===== src/rtl/multicycle_ctrl_fsm_if.sv =====
// Control bundle between the multicycle control FSM and the datapath.
// The master side (the FSM) reads the instruction opcode and drives every
// datapath select and write enable; the slave side is the datapath.
interface multicycle_ctrl_fsm_if #(
    parameter int OP_WIDTH = 6
);
    logic [OP_WIDTH-1:0] Opcode;
    logic                IorD;
    logic                MemWrite;
    logic                IRWrite;
    logic                RegDst;
    logic                MemtoReg;
    logic                RegWrite;
    logic                ALUSrcA;
    logic [1:0]          ALUSrcB;
    logic [1:0]          ALUOp;
    logic [1:0]          PCSrc;
    logic                PCWrite;
    logic                Beq;
    logic                Bne;
    logic                Instr_Done;
    logic                Illegal_Op;

    modport master (
        input  Opcode,
        output IorD, MemWrite, IRWrite, RegDst, MemtoReg, RegWrite,
        output ALUSrcA, ALUSrcB, ALUOp, PCSrc, PCWrite, Beq, Bne,
        output Instr_Done, Illegal_Op
    );

    modport slave (
        output Opcode,
        input  IorD, MemWrite, IRWrite, RegDst, MemtoReg, RegWrite,
        input  ALUSrcA, ALUSrcB, ALUOp, PCSrc, PCWrite, Beq, Bne,
        input  Instr_Done, Illegal_Op
    );
endinterface


===== src/rtl/multicycle_ctrl_fsm.sv =====
// Main control state machine of the multicycle MIPS core.
// Moore machine: every output is a flop loaded from the decode of the next
// state and the next latched opcode, so the Opcode input never reaches an
// output combinationally. Reset is asynchronous and clears all outputs at once,
// which aborts any instruction in flight before its write can happen.
module multicycle_ctrl_fsm #(
    parameter int OP_WIDTH = 6
) (
    input  logic                 clk,
    input  logic                 reset,
    multicycle_ctrl_fsm_if.master bus
);
    typedef enum logic [3:0] {
        IDLE    = 4'd0,
        FETCH   = 4'd1,
        DECODE  = 4'd2,
        MEM_ADR = 4'd3,
        MEM_RD  = 4'd4,
        MEM_WB  = 4'd5,
        MEM_WR  = 4'd6,
        EXECUTE = 4'd7,
        ALU_WB  = 4'd8,
        BRANCH  = 4'd9,
        ADDI_EX = 4'd10,
        ADDI_WB = 4'd11,
        JUMP    = 4'd12
    } state_t;

    typedef struct packed {
        logic       iord;
        logic       mem_write;
        logic       ir_write;
        logic       reg_dst;
        logic       mem_to_reg;
        logic       reg_write;
        logic       alu_src_a;
        logic [1:0] alu_src_b;
        logic [1:0] alu_op;
        logic [1:0] pc_src;
        logic       pc_write;
        logic       beq;
        logic       bne;
        logic       instr_done;
    } ctrl_t;

    localparam logic [OP_WIDTH-1:0] OP_RTYPE = OP_WIDTH'('h00);
    localparam logic [OP_WIDTH-1:0] OP_J     = OP_WIDTH'('h02);
    localparam logic [OP_WIDTH-1:0] OP_BEQ   = OP_WIDTH'('h04);
    localparam logic [OP_WIDTH-1:0] OP_BNE   = OP_WIDTH'('h05);
    localparam logic [OP_WIDTH-1:0] OP_ADDI  = OP_WIDTH'('h08);
    localparam logic [OP_WIDTH-1:0] OP_LW    = OP_WIDTH'('h23);
    localparam logic [OP_WIDTH-1:0] OP_SW    = OP_WIDTH'('h2B);

    state_t              state_reg;
    state_t              state_next;
    logic [OP_WIDTH-1:0] op_reg;
    logic [OP_WIDTH-1:0] op_next;
    ctrl_t               ctrl_reg;
    ctrl_t               ctrl_next;
    logic                illegal_reg;
    logic                illegal_hit;

    // Output pattern of each state; IDLE and unused encodings decode to all zeros.
    function automatic ctrl_t decode_ctrl(input state_t st, input logic [OP_WIDTH-1:0] op);
        ctrl_t c;
        c = '0;
        case (st)
            FETCH: begin
                c.ir_write  = 1'b1;
                c.alu_src_b = 2'b01;
                c.pc_write  = 1'b1;
            end
            DECODE: begin
                c.alu_src_b = 2'b11;
            end
            MEM_ADR, ADDI_EX: begin
                c.alu_src_a = 1'b1;
                c.alu_src_b = 2'b10;
            end
            MEM_RD: begin
                c.iord = 1'b1;
            end
            MEM_WB: begin
                c.mem_to_reg = 1'b1;
                c.reg_write  = 1'b1;
                c.instr_done = 1'b1;
            end
            MEM_WR: begin
                c.iord       = 1'b1;
                c.mem_write  = 1'b1;
                c.instr_done = 1'b1;
            end
            EXECUTE: begin
                c.alu_src_a = 1'b1;
                c.alu_op    = 2'b10;
            end
            ALU_WB: begin
                c.reg_dst    = 1'b1;
                c.reg_write  = 1'b1;
                c.instr_done = 1'b1;
            end
            BRANCH: begin
                // PC is only updated through the branch-condition block here.
                c.alu_src_a  = 1'b1;
                c.pc_src     = 2'b01;
                c.instr_done = 1'b1;
                if (op == OP_BEQ) begin
                    c.beq    = 1'b1;
                    c.alu_op = 2'b01;
                end else if (op == OP_BNE) begin
                    c.bne    = 1'b1;
                    c.alu_op = 2'b11;
                end
            end
            ADDI_WB: begin
                c.reg_write  = 1'b1;
                c.instr_done = 1'b1;
            end
            JUMP: begin
                c.pc_src     = 2'b10;
                c.pc_write   = 1'b1;
                c.instr_done = 1'b1;
            end
            default: c = '0;
        endcase
        return c;
    endfunction

    // Next-state logic; the opcode is captured only while in DECODE.
    always_comb begin
        state_next  = FETCH;
        op_next     = op_reg;
        illegal_hit = 1'b0;
        case (state_reg)
            IDLE:   state_next = FETCH;
            FETCH:  state_next = DECODE;
            DECODE: begin
                op_next = bus.Opcode;
                case (bus.Opcode)
                    OP_LW, OP_SW:    state_next = MEM_ADR;
                    OP_RTYPE:        state_next = EXECUTE;
                    OP_BEQ, OP_BNE:  state_next = BRANCH;
                    OP_ADDI:         state_next = ADDI_EX;
                    OP_J:            state_next = JUMP;
                    default: begin
                        state_next  = FETCH;
                        illegal_hit = 1'b1;
                    end
                endcase
            end
            MEM_ADR: state_next = (op_reg == OP_LW) ? MEM_RD : MEM_WR;
            MEM_RD:  state_next = MEM_WB;
            EXECUTE: state_next = ALU_WB;
            ADDI_EX: state_next = ADDI_WB;
            default: state_next = FETCH;
        endcase

        ctrl_next = decode_ctrl(state_next, op_next);
        // An illegal opcode is only known at the end of DECODE, so its
        // completion pulse is registered and appears with the rising
        // Illegal_Op flag in the following cycle.
        if (illegal_hit) begin
            ctrl_next.instr_done = 1'b1;
        end
    end

    // State, latched opcode, sticky illegal flag and registered outputs.
    always_ff @(posedge clk or negedge reset) begin
        if (!reset) begin
            state_reg   <= IDLE;
            op_reg      <= '0;
            ctrl_reg    <= '0;
            illegal_reg <= 1'b0;
        end else begin
            state_reg   <= state_next;
            op_reg      <= op_next;
            ctrl_reg    <= ctrl_next;
            illegal_reg <= illegal_reg | illegal_hit;
        end
    end

    assign bus.IorD       = ctrl_reg.iord;
    assign bus.MemWrite   = ctrl_reg.mem_write;
    assign bus.IRWrite    = ctrl_reg.ir_write;
    assign bus.RegDst     = ctrl_reg.reg_dst;
    assign bus.MemtoReg   = ctrl_reg.mem_to_reg;
    assign bus.RegWrite   = ctrl_reg.reg_write;
    assign bus.ALUSrcA    = ctrl_reg.alu_src_a;
    assign bus.ALUSrcB    = ctrl_reg.alu_src_b;
    assign bus.ALUOp      = ctrl_reg.alu_op;
    assign bus.PCSrc      = ctrl_reg.pc_src;
    assign bus.PCWrite    = ctrl_reg.pc_write;
    assign bus.Beq        = ctrl_reg.beq;
    assign bus.Bne        = ctrl_reg.bne;
    assign bus.Instr_Done = ctrl_reg.instr_done;
    assign bus.Illegal_Op = illegal_reg;

endmodule


===== src/flat_wrapper.sv =====
// flat-port wrapper written by rule: the top's interface ports become plain ports
module multicycle_ctrl_fsm_flat 
#(
    parameter int OP_WIDTH = 6
)
  (clk, reset, bus_Opcode, bus_IorD, bus_MemWrite, bus_IRWrite, bus_RegDst, bus_MemtoReg, bus_RegWrite, bus_ALUSrcA, bus_ALUSrcB, bus_ALUOp, bus_PCSrc, bus_PCWrite, bus_Beq, bus_Bne, bus_Instr_Done, bus_Illegal_Op);
  multicycle_ctrl_fsm_if #(.OP_WIDTH(OP_WIDTH)) bus_i ();
  input  logic clk;
  input  logic reset;
  input wire logic [$bits(bus_i.Opcode)-1:0] bus_Opcode;
  output wire logic [$bits(bus_i.IorD)-1:0] bus_IorD;
  output wire logic [$bits(bus_i.MemWrite)-1:0] bus_MemWrite;
  output wire logic [$bits(bus_i.IRWrite)-1:0] bus_IRWrite;
  output wire logic [$bits(bus_i.RegDst)-1:0] bus_RegDst;
  output wire logic [$bits(bus_i.MemtoReg)-1:0] bus_MemtoReg;
  output wire logic [$bits(bus_i.RegWrite)-1:0] bus_RegWrite;
  output wire logic [$bits(bus_i.ALUSrcA)-1:0] bus_ALUSrcA;
  output wire logic [$bits(bus_i.ALUSrcB)-1:0] bus_ALUSrcB;
  output wire logic [$bits(bus_i.ALUOp)-1:0] bus_ALUOp;
  output wire logic [$bits(bus_i.PCSrc)-1:0] bus_PCSrc;
  output wire logic [$bits(bus_i.PCWrite)-1:0] bus_PCWrite;
  output wire logic [$bits(bus_i.Beq)-1:0] bus_Beq;
  output wire logic [$bits(bus_i.Bne)-1:0] bus_Bne;
  output wire logic [$bits(bus_i.Instr_Done)-1:0] bus_Instr_Done;
  output wire logic [$bits(bus_i.Illegal_Op)-1:0] bus_Illegal_Op;
  assign bus_i.Opcode = bus_Opcode;
  assign bus_IorD = bus_i.IorD;
  assign bus_MemWrite = bus_i.MemWrite;
  assign bus_IRWrite = bus_i.IRWrite;
  assign bus_RegDst = bus_i.RegDst;
  assign bus_MemtoReg = bus_i.MemtoReg;
  assign bus_RegWrite = bus_i.RegWrite;
  assign bus_ALUSrcA = bus_i.ALUSrcA;
  assign bus_ALUSrcB = bus_i.ALUSrcB;
  assign bus_ALUOp = bus_i.ALUOp;
  assign bus_PCSrc = bus_i.PCSrc;
  assign bus_PCWrite = bus_i.PCWrite;
  assign bus_Beq = bus_i.Beq;
  assign bus_Bne = bus_i.Bne;
  assign bus_Instr_Done = bus_i.Instr_Done;
  assign bus_Illegal_Op = bus_i.Illegal_Op;
  multicycle_ctrl_fsm #(.OP_WIDTH(OP_WIDTH)) u_core (.clk(clk), .reset(reset), .bus(bus_i));
endmodule

===== config.mk =====
export PLATFORM = sky130hd
export DESIGN_NAME = multicycle_ctrl_fsm_flat
export DESIGN_NICKNAME = d
export VERILOG_FILES = /design/src/rtl/multicycle_ctrl_fsm_if.sv /design/src/rtl/multicycle_ctrl_fsm.sv /design/src/flat_wrapper.sv
export SDC_FILE = /design/constraint.sdc
export NUM_CORES = 1
export LEC_CHECK = 0
export ABC_CLOCK_PERIOD_IN_PS = 3980
export BUFFER_PORTS_ARGS = -buffer_cell sky130_fd_sc_hd__buf_2
export CAP_MARGIN = 40
export CORE_MARGIN = 1.5
export CORE_UTILIZATION = 50
export CTS_CLUSTER_DIAMETER = 200
export CTS_CLUSTER_SIZE = 20
export DETAILED_ROUTE_END_ITERATION = 7
export PLACE_DENSITY = 0.74
export SLEW_MARGIN = 20
export SYNTH_ARGS = -nofsm -noshare
export SYNTH_HDL_FRONTEND = slang
export SYNTH_SLANG_ARGS = --single-unit

===== constraint.sdc =====
create_clock -name clk -period 3.98 [get_ports clk]
set_input_delay 0.597 -clock clk [delete_from_list [all_inputs] [get_ports clk]]
set_output_delay 0.597 -clock clk [all_outputs]
set_load 0.01 [all_outputs]

Word-level counts from Yosys, hierarchy flattened
Cells that the tools add are included.
{"block": "totals", "inputBits": 8, "output_inout_bits": 18, "ff_bits": 28, "elab_cells": 80}
{"block": "classes", "n_mux": 25, "n_eq_ne": 27, "reduce_logical": 10, "bitwise": 1}
{"operator": "== test 4 x 3 -> 1 bit, second input constant", "count": 6}
{"operator": "== test 4 bit, second input constant", "count": 6}
{"operator": "== test 6 x 3 -> 1 bit, second input constant", "count": 4}
{"operator": "case mux 4 bit (6 select lines)", "count": 1}
{"operator": "case mux 4 bit (5 select lines)", "count": 1}
{"operator": "== test 6 bit, second input constant", "count": 3}
{"operator": "== test 4 x 2 -> 1 bit, second input constant", "count": 4}
{"operator": "2-to-1 mux 1 bit", "count": 15}
{"operator": "OR reduction 2 bit", "count": 5}
{"operator": "== test 4 x 1 -> 1 bit, second input constant", "count": 2}
{"operator": "2-to-1 mux 2 bit", "count": 4}
{"operator": "case mux 2 bit (2 select lines)", "count": 2}
{"operator": "OR reduction 7 bit", "count": 1}
{"operator": "== test 6 x 2 -> 1 bit, second input constant", "count": 1}
{"operator": "== test 6 x 4 -> 1 bit, second input constant", "count": 1}
{"operator": "zero test 6 bit", "count": 1}
{"operator": "2-to-1 mux 6 bit", "count": 1}
{"operator": "case mux 2 bit (3 select lines)", "count": 1}
{"operator": "OR reduction 6 bit", "count": 1}
{"operator": "OR reduction 4 bit", "count": 1}
{"operator": "OR reduction 3 bit", "count": 1}
{"operator": "bitwise OR 1 bit", "count": 1}

Longest topological paths before layout
{"block": "logic_depth", "ltp_word": 8, "depth_mapped": 8, "depth_no_buf": 6}

Least setup slack after synthesis
Ideal clock, no wire load.
{"block": "synth_timing", "path_kind": "input-to-reg", "start": "input bus_Opcode[1]", "end": "register u_core.ctrl_reg, in the netlist u_core.bus.ALUSrcA", "path_slack_ns": 2.057, "t_arrival_ns": 1.799, "path_stages": 7, "t_required_ns": 3.856, "n_path_buf": 1, "setup_time_ns": 0.124, "path_cell_list": "buf_2 -> xor2_1 -> nand3b_1 -> o21ai_2 -> inv_2 -> and4b_1 -> a211o_1"}
{"item": "start, declared", "line_no": "flat_wrapper.sv:10", "text": "input wire logic [$bits(bus_i.Opcode)-1:0] bus_Opcode;"}
{"item": "end signal, assigned", "line_no": "multicycle_ctrl_fsm.sv:177", "text": "ctrl_reg <= ctrl_next;"}
{"item": "end, declared", "line_no": "multicycle_ctrl_fsm.sv:58", "text": "ctrl_t ctrl_reg;"}

==> results.ini <==
[worst_setup_path]
cp_top_family=compound AO/OA/AOI/OAI gates
worstSetupStartpointType=flip-flop
crit_slowest_cell=a21boi_1
endpoint_kind=flip-flop
cp.required_ns=4.24
crit_path_max_incr_delay_ns=0.70
path_cells=nor2_1 -> o311ai_0 -> a21boi_1 -> and4b_1 -> and2_1
arrival_ns=2.48
r2r_slack_ns=1.75
setup.worst_path.class=reg2reg
critPathMaxFanout=13
worst-path-buf-inv=0

[synthesis]
synth_seq_area_share_pct=56.17
synth_seq_cells=28
synth-simple-area-share_pct=20.26
synthFlopType=dfrtp_1
synthAdderAreaFrac_pct=0
syn_nets=117
synth_mux_area_share_pct=5.416
synth_top_family_by_area=simple AND/OR/NAND/NOR gates
synthArstFlopShare_pct=100.0
synth.largest_area_cell=dfrtp_1
avgSynthCellArea_um2=11.44
synth_cell_types=42
syn_area_um2=1247
synth_area_leaders=dfrtp_1 (56%), mux2_2 (5.4%), nor3_1 (3.6%)
synth_xor_area_share_pct=2.106
synth_warnings=0
synth_cells=109
synth_edf_count=0
synth_compound_area_share_pct=10.33
synth_top_area_share_pct=56.17

[clocking]
clkSlewWorstSetupHoldPaths_ns=0.14
cts_max_level=1
cts_resized=0
clk_latency_ns=0.31
root_buffer=clkbuf_4
hold_buffers=0
cts_tree=yes
cts_setup_buffers=0
numCtsBuffers=3
clkSinkCount=28
clockBufferDepth=2

[worst_hold_path]
hp-class=in2async

[sta]
fin_crit_ns=2.225
setup_tns_ns=0
worst_pin_slew_ns=0.8218
max_slew_margin_pct=45.10
fin_crit_sh_pct=55.91
clock.fmax_ghz=0.4494
skew_ns=0.004194
finalMaxSlewViolations=0
finalSetupViolCount=0
finalHoldViolCount=0
rsz0062_at_grt=no

[floorplan]
coreArea_um2=2276
io_pins=26
die_area_um2=2804
dieHeight_um=52.95
rows=17
chipWidth_um=52.95
start_util_pct=54.81

[routing]
viasPerCell=5.780
totalWireLength_mm=2.261
vias=919
drc=0
postRouteAntennaNets=0
firstDrtPassIters=4
routedWlPerCell_um=14.22
dr.first_iter.drc_count=25

[finish]
layout_common_cells=dfrtp_1 (28), buf_2 (25), nor3_1 (9)
post-route-util_pct=60.97
nets=140
syn2layout_area_growth_pct=11.23
largest_reg_flops=6
antenna_cells=0
nFillCells=195
layout-drive-gt1-share_pct=29.01
final_common_cell=dfrtp_1

[power]
power_density_nw_per_um2=701.5
leakagePower_uw=0.0006756
ir_worst_vdd_v=0.0003643

[global_route]
grt_pass1_vias=896
overflow=0
grt_pass1_wl_mm=3.912
grt_usage_pct=19.48
antenna_found_initial=0
grt_start_max_net_pins=29

[placement]
dp_hpwl_mm=1.646
numPortBuffers=25
globalplace.congestion=0.7700

[status]
status=complete, no violations

[run]
drv_cap=0

==> kinds of logic (layout without fill, tap and decap cells) <==
| logic type | Yosys count | count (layout) |
|---|---|---|
| muxes | 6 | 6 |
| and+or+nand+nor | 44 | 44 |
| xor gates and xnor gates | 3 | 3 |
| AOI/OAI and AO/OA | 17 | 17 |
| DFF | 28 | 28 |
| buffers and inverters | 11 | 33 |
==> layer usage <==
metal	share of wire [%]	track usage, %	routed length [um]
met1	46	25.70	1031
met2	49	31.87	1110
met3	4.5	3.672	102
met4	0.75	7.265	17
met5	0	0	0
==> path summary, 6_finish.rpt <==
path                                               to  depth (start not counted)                   from
worst max-delay path                   u_core.bus.Beq                          5    u_core.state_reg[0]
worst min-delay path              u_core.bus.RegWrite                          1                  reset
worst max register to register         u_core.bus.Beq                          5    u_core.state_reg[0]
worst min register to register  u_core.bus.Illegal_Op                          1  u_core.bus.Illegal_Op
max in group asynchronous            u_core.op_reg[2]                          1                  reset
min in group clk                u_core.bus.Illegal_Op                          1  u_core.bus.Illegal_Op
==> cell usage after synthesis (2+ instances only) <==
master,count
nand3_1,2
nor3b_1,2
nor2_1,7
nor4b_1,2
buf_2,3
mux2_2,6
o21ai_0,2
xnor2_1,2
nor3_1,9
inv_1,3
dfrtp_1,28
and4b_1,2
nand2b_1,3
nor2b_1,3
buf_6,3
nand2_1,6
==> power by group <==
part           switching (uW)  total (uW)  internal (uW)
Combinational             234         409            175
Clock                    76.0         132           55.9
Sequential               52.8         432            380
Total                     363         973            610
==> per-stage QoR <==
step | hold WS [ns] | power, uW | instance area, um2 | cells | setup WS [ns]
floorplan | 0.3014 | 764.0 | 1247 | 109 | 2.057
global placement | 0.4446 | 830.4 | 1351 | 155 | 1.602
detailed placement | 0.4537 | 848.2 | 1351 | 155 | 1.516
CTS | 0.2732 | 979.2 | 1388 | 159 | 1.789
global route | 0.3006 | 1046 | 1388 | 159 | 1.608
finish | 0.2561 | 973.4 | 1388 | 159 | 1.755
==> cell type report <==
cell class / instances / area, um2 / share of cell area (%)
inverters: 4 / 15.01 / 1.082
repair buffers: 25 / 125.1 / 9.017
flip-flops and latches: 28 / 700.7 / 50.50
multi-input cells: 70 / 475.5 / 34.27
well taps: 28 / 35.03 / 2.525
clock buffers: 4 / 36.28 / 2.615
Power figures use the tool's default switching activity.
